--- src/rtl/sprite_eval.sv ---
`default_nettype none
// sprite_eval: per-scanline scan of 64 SPRAM entries. The first MAX_SPR
// in-range sprites are copied into a secondary buffer with a registered read port.
module sprite_eval #(
   parameter int MAX_SPR = 8
) (
   input  logic       clk,
   input  logic       rst,
   input  logic       i_eval_start,
   input  logic [8:0] i_scanline,
   input  logic       i_sprite_size,
   output logic [7:0] o_spram_ppu_addr,
   input  logic [7:0] i_spram_ppu_data,
   input  logic [4:0] i_sec_rd_addr,
   output logic [7:0] o_sec_rd_data,
   output logic       o_eval_busy,
   output logic       o_eval_done,
   output logic [3:0] o_sprite_count,
   output logic       o_sprite_overflow,
   output logic       o_sprite0_present
);

   localparam int BUF_BYTES = 4 * MAX_SPR;

   typedef enum logic [2:0] {
      S_IDLE   = 3'd0,
      S_CLEAR  = 3'd1,
      S_READ_Y = 3'd2,
      S_CHECK  = 3'd3,
      S_COPY   = 3'd4,
      S_DONE   = 3'd5
   } state_t;

   state_t     r_state;
   logic [8:0] r_scan;
   logic       r_tall;
   logic [5:0] r_n;
   logic [1:0] r_b;
   logic [4:0] r_clr;
   logic [3:0] r_count;
   logic       r_ov;
   logic       r_s0;
   logic       r_busy;
   logic       r_done;
   logic [7:0] r_rd;
   logic [7:0] r_sec [BUF_BYTES];

   logic [9:0] w_diff;
   logic [8:0] w_height;
   logic       w_in_range;
   logic       w_has_room;
   logic [4:0] w_slot_base;
   logic       w_we;
   logic [4:0] w_waddr;
   logic [7:0] w_wdata;
   logic [1:0] w_b_next;

   // Borrow out of the 10-bit subtract means the sprite starts below the scanline.
   assign w_diff      = {1'b0, r_scan} - {2'b00, i_spram_ppu_data};
   assign w_height    = r_tall ? 9'd16 : 9'd8;
   assign w_in_range  = !w_diff[9] && (w_diff[8:0] < w_height);
   assign w_has_room  = r_count < 4'(MAX_SPR);
   assign w_slot_base = {r_count[2:0], 2'b00};
   assign w_b_next    = (r_b == 2'd3) ? 2'd3 : r_b + 2'd1;

   always_comb begin
      o_spram_ppu_addr = 8'd0;
      case (r_state)
         S_READ_Y: o_spram_ppu_addr = {r_n, 2'b00};
         S_CHECK:  o_spram_ppu_addr = {r_n, 2'b01};
         S_COPY:   o_spram_ppu_addr = {r_n, w_b_next};
         default:  o_spram_ppu_addr = 8'd0;
      endcase
   end

   always_comb begin
      w_we    = 1'b0;
      w_waddr = 5'd0;
      w_wdata = 8'd0;
      case (r_state)
         S_CLEAR: begin
            w_we    = 1'b1;
            w_waddr = r_clr;
            w_wdata = 8'hFF;
         end
         S_CHECK: begin
            w_we    = w_in_range && w_has_room;
            w_waddr = w_slot_base;
            w_wdata = i_spram_ppu_data;
         end
         S_COPY: begin
            w_we    = 1'b1;
            w_waddr = w_slot_base | {3'b000, r_b};
            w_wdata = i_spram_ppu_data;
         end
         default: w_we = 1'b0;
      endcase
   end

   always_ff @(posedge clk) begin
      if (w_we) r_sec[w_waddr] <= w_wdata;
   end

   always_ff @(posedge clk or negedge rst) begin
      if (!rst) r_rd <= 8'd0;
      else      r_rd <= r_sec[i_sec_rd_addr];
   end

   always_ff @(posedge clk or negedge rst) begin
      if (!rst) begin
         r_state <= S_IDLE;
         r_scan  <= 9'd0;
         r_tall  <= 1'b0;
         r_n     <= 6'd0;
         r_b     <= 2'd0;
         r_clr   <= 5'd0;
         r_count <= 4'd0;
         r_ov    <= 1'b0;
         r_s0    <= 1'b0;
         r_busy  <= 1'b0;
         r_done  <= 1'b0;
      end else begin
         r_done <= 1'b0;
         case (r_state)
            S_IDLE: if (i_eval_start) begin
               r_scan  <= i_scanline;
               r_tall  <= i_sprite_size;
               r_count <= 4'd0;
               r_ov    <= 1'b0;
               r_s0    <= 1'b0;
               r_n     <= 6'd0;
               r_clr   <= 5'd0;
               r_busy  <= 1'b1;
               r_state <= S_CLEAR;
            end
            S_CLEAR: begin
               r_clr <= r_clr + 5'd1;
               if (r_clr == 5'(BUF_BYTES - 1)) r_state <= S_READ_Y;
            end
            S_READ_Y: r_state <= S_CHECK;
            S_CHECK: begin
               if (w_in_range && w_has_room) begin
                  if (r_n == 6'd0) r_s0 <= 1'b1;
                  r_b     <= 2'd1;
                  r_state <= S_COPY;
               end else if (w_in_range || r_n == 6'd63) begin
                  if (w_in_range) r_ov <= 1'b1;
                  r_busy  <= 1'b0;
                  r_done  <= 1'b1;
                  r_state <= S_DONE;
               end else begin
                  r_n     <= r_n + 6'd1;
                  r_state <= S_READ_Y;
               end
            end
            S_COPY: begin
               if (r_b != 2'd3) begin
                  r_b <= r_b + 2'd1;
               end else begin
                  r_count <= r_count + 4'd1;
                  if (r_n == 6'd63) begin
                     r_busy  <= 1'b0;
                     r_done  <= 1'b1;
                     r_state <= S_DONE;
                  end else begin
                     r_n     <= r_n + 6'd1;
                     r_state <= S_READ_Y;
                  end
               end
            end
            S_DONE:  r_state <= S_IDLE;
            default: r_state <= S_IDLE;
         endcase
      end
   end

   assign o_sec_rd_data     = r_rd;
   assign o_eval_busy       = r_busy;
   assign o_eval_done       = r_done;
   assign o_sprite_count    = r_count;
   assign o_sprite_overflow = r_ov;
   assign o_sprite0_present = r_s0;

endmodule
`default_nettype wire

--- config.mk ---
export PLATFORM = sky130hd
export DESIGN_NAME = sprite_eval
export DESIGN_NICKNAME = d
export VERILOG_FILES = /design/src/rtl/sprite_eval.sv
export SDC_FILE = /design/constraint.sdc
export NUM_CORES = 1
export LEC_CHECK = 0
export CORE_UTILIZATION = 30
export DETAILED_ROUTE_END_ITERATION = 6
export GPL_TIMING_DRIVEN = 0
export PLACE_DENSITY = 0.47
export SLEW_MARGIN = 20
export SYNTH_ARGS = -nofsm -noshare
export SYNTH_HDL_FRONTEND = slang
export SYNTH_SLANG_ARGS = --single-unit
--- constraint.sdc ---
create_clock -name clk -period 4.7 [get_ports clk]
set_clock_uncertainty 0.2 [all_clocks]
set_input_delay 0.94 -clock clk [delete_from_list [all_inputs] [get_ports clk]]
set_output_delay 0.94 -clock clk [all_outputs]
set_load 0.02 [all_outputs]
## Word level (Yosys, flattened, before mapping)

Memories as Yosys holds them, arrays and structs flattened. A register that Yosys moved wholly into a read port is not among the register bits.
Index checks and enable logic that the tools add are counted.

- Register bits after elaboration: 34
- Bits in latches: 0
- Memory bits (writable): 256
- ROM bits: 0
- Bits of input ports: 26
- Output and inout bits: 24
- Logic and storage cells: 111
- Memories: 1

Memory list:

| name | words | width | rd ports | clocked after memory_dff | write ports | line | text |
|---|---|---|---|---|---|---|---|
| r_sec | 32 | 8 | 1 | 1 | 1 | 46 | `logic [7:0] r_sec [BUF_BYTES];` |

- $add $sub $neg: 5
- $mul: 0
- Div/mod/pow operators: 0
- Magnitude comparators: 2
- Eq/ne operators: 20
- Shift operators: 0
- Multiplexer cells: 48
- Bitwise logic cells: 1
- Reductions and logical operators: 23

Operator list:

| operator | count |
|---|---|
| 6-bit 2-to-1 mux | 5 |
| 2-bit != test, second input constant | 13 |
| 8-bit one-hot mux with 3 select lines | 1 |
| 3-bit 2-to-1 mux | 6 |
| 6-bit one-hot mux with 3 select lines | 1 |
| 1-bit 2-to-1 mux | 17 |
| 8-bit one-hot mux with 2 select lines | 1 |
| 3-bit one-hot mux with 5 select lines | 1 |
| 5-bit one-hot mux with 3 select lines | 1 |
| 6-bit AND reduction | 2 |
| 5-bit 2-to-1 mux | 2 |
| 5-bit one-hot mux with 2 select lines | 1 |
| 9-bit by 8-bit subtractor with 10-bit output | 1 |
| 9-bit by 5-bit less-than comparator with 1-bit output | 1 |
| 3-bit AND reduction | 3 |
| 4-bit 2-to-1 mux | 2 |
| 1-bit one-hot mux with 2 select lines | 4 |
| 4-bit one-hot mux with 2 select lines | 1 |
| 2-bit nonzero test | 4 |
| 6-bit by 1-bit adder with 6-bit output, second input constant | 1 |
| 3-bit by 2-bit == test with 1-bit output, second input constant | 2 |
| 6-bit == test, second input constant | 1 |
| 6-bit zero test | 1 |
| 2-bit 2-to-1 mux | 3 |
| other kinds (20) | 24 |

## Longest topological paths before layout

- Word-level depth: 7
- Depth in mapped cells: 13
- Gate-level depth less buffers: 12

## Worst setup path after synthesis

OpenSTA, ideal clock, no wires.

- Kind: input-to-reg
- Start point: input port i_spram_ppu_data[1]
- End point: memory r_sec[0][0], enable pin
- Arrival time: 3485 ps
- Path slack: 645 ps
- Cell stages on the path: 12
- Buffers on the path: 1
- Cell sequence: inv_1 -> ha_1 -> a2111oi_2 -> nor2_1 -> xor2_1 -> ha_1 -> a2111oi_4 -> mux2_1 -> nand4bb_1 -> buf_4 -> o31a_1 -> nor2_1

- Word-level cells in the longest chain between the ends: 7

Ends and longest elaborated chain:

| item | line | text |
|---|---|---|
| from (decl) | 13 | `input logic [7:0] i_spram_ppu_data,` |
| 9-bit by 8-bit subtractor with 10-bit output * | 59 | `assign w_diff = {1'b0, r_scan} - {2'b00, i_spram_ppu_data};` |
| 9-bit by 5-bit less-than comparator with 1-bit output / 1-bit zero test (equally long branches) | 61 | `assign w_in_range = !w_diff[9] && (w_diff[8:0] < w_height);` |
| 1-bit logical AND * | 61 |  |
| 1-bit logical AND * | 87 | `w_we = w_in_range && w_has_room;` |
| 1-bit one-hot mux with 2 select lines * | 80 | `case (r_state)` |
| 1-bit 2-to-1 mux * | 101 | `if (w_we) r_sec[w_waddr] <= w_wdata;` |
| 1-bit 2-to-1 mux (not written as such) * | 101 |  |
| to (decl) | 46 |  |

Mark *: on every way between the ends. The rest lies on a longest branch, timed or not.

## Final worst setup path

- Start point: input port i_spram_ppu_data[1]
- End point: memory r_sec[0][1], enable pin

The elaborated chain is that of the path after synthesis.

==> impl_metrics.ini <==
[yosys]
ys_top_cells_by_area = edfxtp_1 (62%), mux4_2 (14%), dfrtp_1 (8.4%), nand2_1 (2.0%), nor2_1 (1.9%)
synth_most_common_cell = edfxtp_1
synth_top_area_cell = edfxtp_1
synth_common_cells = edfxtp_1 (256), mux4_2 (80), nand2_1 (68), nor2_1 (62), dfrtp_1 (42)
synth-edff-count = 256
netlist_instances = 725
synthArstFlopShare_pct = 14.09
synth_seq_area_share_pct = 69.94
ys_warn_count = 0
synth.cell_area_um2 = 12490
ys_ff_latch = 298
synth_top_area_share_pct = 61.53
synth_nets = 767
synthFlopType = edfxtp_1
syn_avg_cell_area_um2 = 17.23
synth_cell_type_count = 52

[global_route]
grt_max_degree = 43
grt_usage_pct = 15.05
grt_antenna_before_repair = 0
overflow = 0
grt_pass1_vias = 6924
grt_pass1_wl_um = 46400

[cts]
cts.sinks = 298
cts_resized = 1
cts_buffer_depth = 3
clk_pin_slew_worst_paths_ns = 0.06
worstSkewPairLatency_ns = 0.51
cts-root-buf = clkbuf_16
cts-hold-fix-buffers = 0
htree_levels = 2
cts_made_buffers = 34
postCtsSetupRepairBufs = 0
cts_tree = done

[detailed_routing]
drt_first_pass_iters = 5
totalWireLength_um = 30580
viasPerCell = 4.868
dr_wl_met3_um = 1537
first_iter_violations = 448
wl_per_cell_um = 22.37
met1Wirelength_um = 14100
ant_nets = 0
highest_layer = met4
num_vias = 6655
dr_wl_met2_um = 14380
drc = 0

[timing]
fin_crit_ns = 4.480
setup_viol = 0
fmax_ghz = 0.2232
drv_slew = 0
hold_violations = 0
fin_setup_tns_ns = 0
hold_ws_ns = 0.2565
fin_ws_ns = 0.2199
rsz0062_at_grt = no
worst_slew_margin_rel_pct = 32.24
worst_pin_slew_ns = 1.016
post-route-period-util_pct = 95.32

[cells_and_area]
areaGrowthSynthToFinish_pct = 19.13
multi_input_area_um2 = 3687
antennaDiodeCount = 0
drive_above_1_share_pct = 20.72
design_area_um2 = 14880
n_fill_cell = 3884
layout.nets = 851
seqCellArea_um2 = 8738

[critical_path]
required_ns = 4.68
crit_chain = clkdlybuf4s50_1, inv_1, ha_1, a2111oi_2, nor2_1, xor2_1, ha_1, a2111oi_4, mux2_1, nand4bb_1, buf_4, o31a_2, nor2_4
max_stage_delay_ns = 0.52
cp_max_fo = 9
crit_arrival_ns = 4.46
setup.worst_path.start_class = primary input
cpLargestDelayFamily = compound AO/OA/AOI/OAI gates
cpMaxStageDelayCell = o31a_2
worst-path-buf-inv = 3
end_kind = flop
crit_cells = 13
cpMostUsedCell = ha_1
r2r_cells = 11
path_class = in -> reg

[floorplan]
dieArea_um2 = 42470
io_pins = 50
core-area_um2 = 40920
die_w_um = 206.1
rows = 74
start_util_pct = 30.53
die_y_um = 206.1

[job]
maxCapViolations = 0

[power]
fin_total_pwr_uw = 7815
power_leakage_uw = 0.004909
power.density_nw_per_um2 = 525.1
peakVddDrop_v = 0.0002814

[min_path]
worst_hold_path_type = in -> async

[placed_design]
port_buffers = 44
dp_hpwl_um = 20120
place_ws_ns = -0.7251
place_congestion = 0.7903
dpl_cell_area_um2 = 13770

[status]
status = complete, no violations
## cell usage in the layout, fill, tap and decap left out, drive strengths merged, types with 9 or more instances in the layout
| cell type | instances |
|---|---|
| buf | 20 |
| nand2 | 68 |
| ha | 16 |
| nor2 | 62 |
| o21ai | 25 |
| edfxtp | 256 |
| mux4 | 80 |
| clkbuf | 63 |
| mux2 | 9 |
| dfrtp | 42 |
| clkinv | 11 |
| nand3 | 9 |
| inv | 18 |
| clkdlybuf4s50 | 43 |
| a21oi | 23 |
## power breakdown
group	leakage, uW	switching (uW)	internal (uW)
Clock	0.000498	1050	1450
Combinational	0.00155	1220	616
Sequential	0.00286	95.4	3390
## sequential cells by signal, summed over array words and instances, names as in the netlist, 2 cells and up
register	flops
o_sprite_count	4
r_scan	9
r_b	2
r_n	6
r_clr	5
o_sec_rd_data	8
r_state	3
r_sec	256
## final cells by class
type                       count  share of cell area (%)
inverter                      18                  0.4539
multi-input combinational    379                   24.77
buffer                        30                  0.8742
clock buffer                  48                   6.565
sequential                   298                   58.71
clock inverter                14                  0.4707
timing repair buffer          48                   3.682
tap                          532                   4.472
## stage by stage
stage	utilization [%]	cells
after floorplan	-	725
after global placement	33.23	1301
after detailed placement	33.66	1305
after CTS	36.22	1367
after global routing	36.37	1367
final	36.37	1367
## metal layers
metal | vias up | global-route usage (%)
met5 | - | 0
met2 | 163 | 23.60
met4 | 0 | 4.044
met3 | 37 | 2.192
li1 | 3038 | -
met1 | 3417 | 21.77
## kinds of logic (layout without fill, tap and decap cells)
logic type	count (synthesis)	count (layout)	share of synthesized area, %
and+or+nand+nor	177	177	6.239
AOI/OAI and AO/OA	87	87	4.657
xor gates and xnor gates	5	5	0.3506
muxes	94	94	15.63
DFF	298	298	69.94
buffers and inverters	48	158	1.582
adders and majority gates	16	16	1.602
## final timing paths
| check | startpoint | slack (ns) | end |
|---|---|---|---|
| min reg2reg | r_scan[7]$_DFFE_PN0P_ | 0.29 | r_scan[7]$_DFFE_PN0P_ |
| max | i_spram_ppu_data[1] | 0.22 | r_sec[0][1]$_DFFE_PP_ |
| min | rst | 0.26 | r_n[1]$_DFFE_PN0P_ |
| max reg2reg | r_scan[1]$_DFFE_PN0P_ | 0.89 | r_sec[0][1]$_DFFE_PP_ |
| max in group asynchronous | rst | 3.60 | r_clr[1]$_DFFE_PN0P_ |
| min in group clk | r_scan[7]$_DFFE_PN0P_ | 0.29 | r_scan[7]$_DFFE_PN0P_ |
No activity file was read; power rests on OpenSTA's default activity.
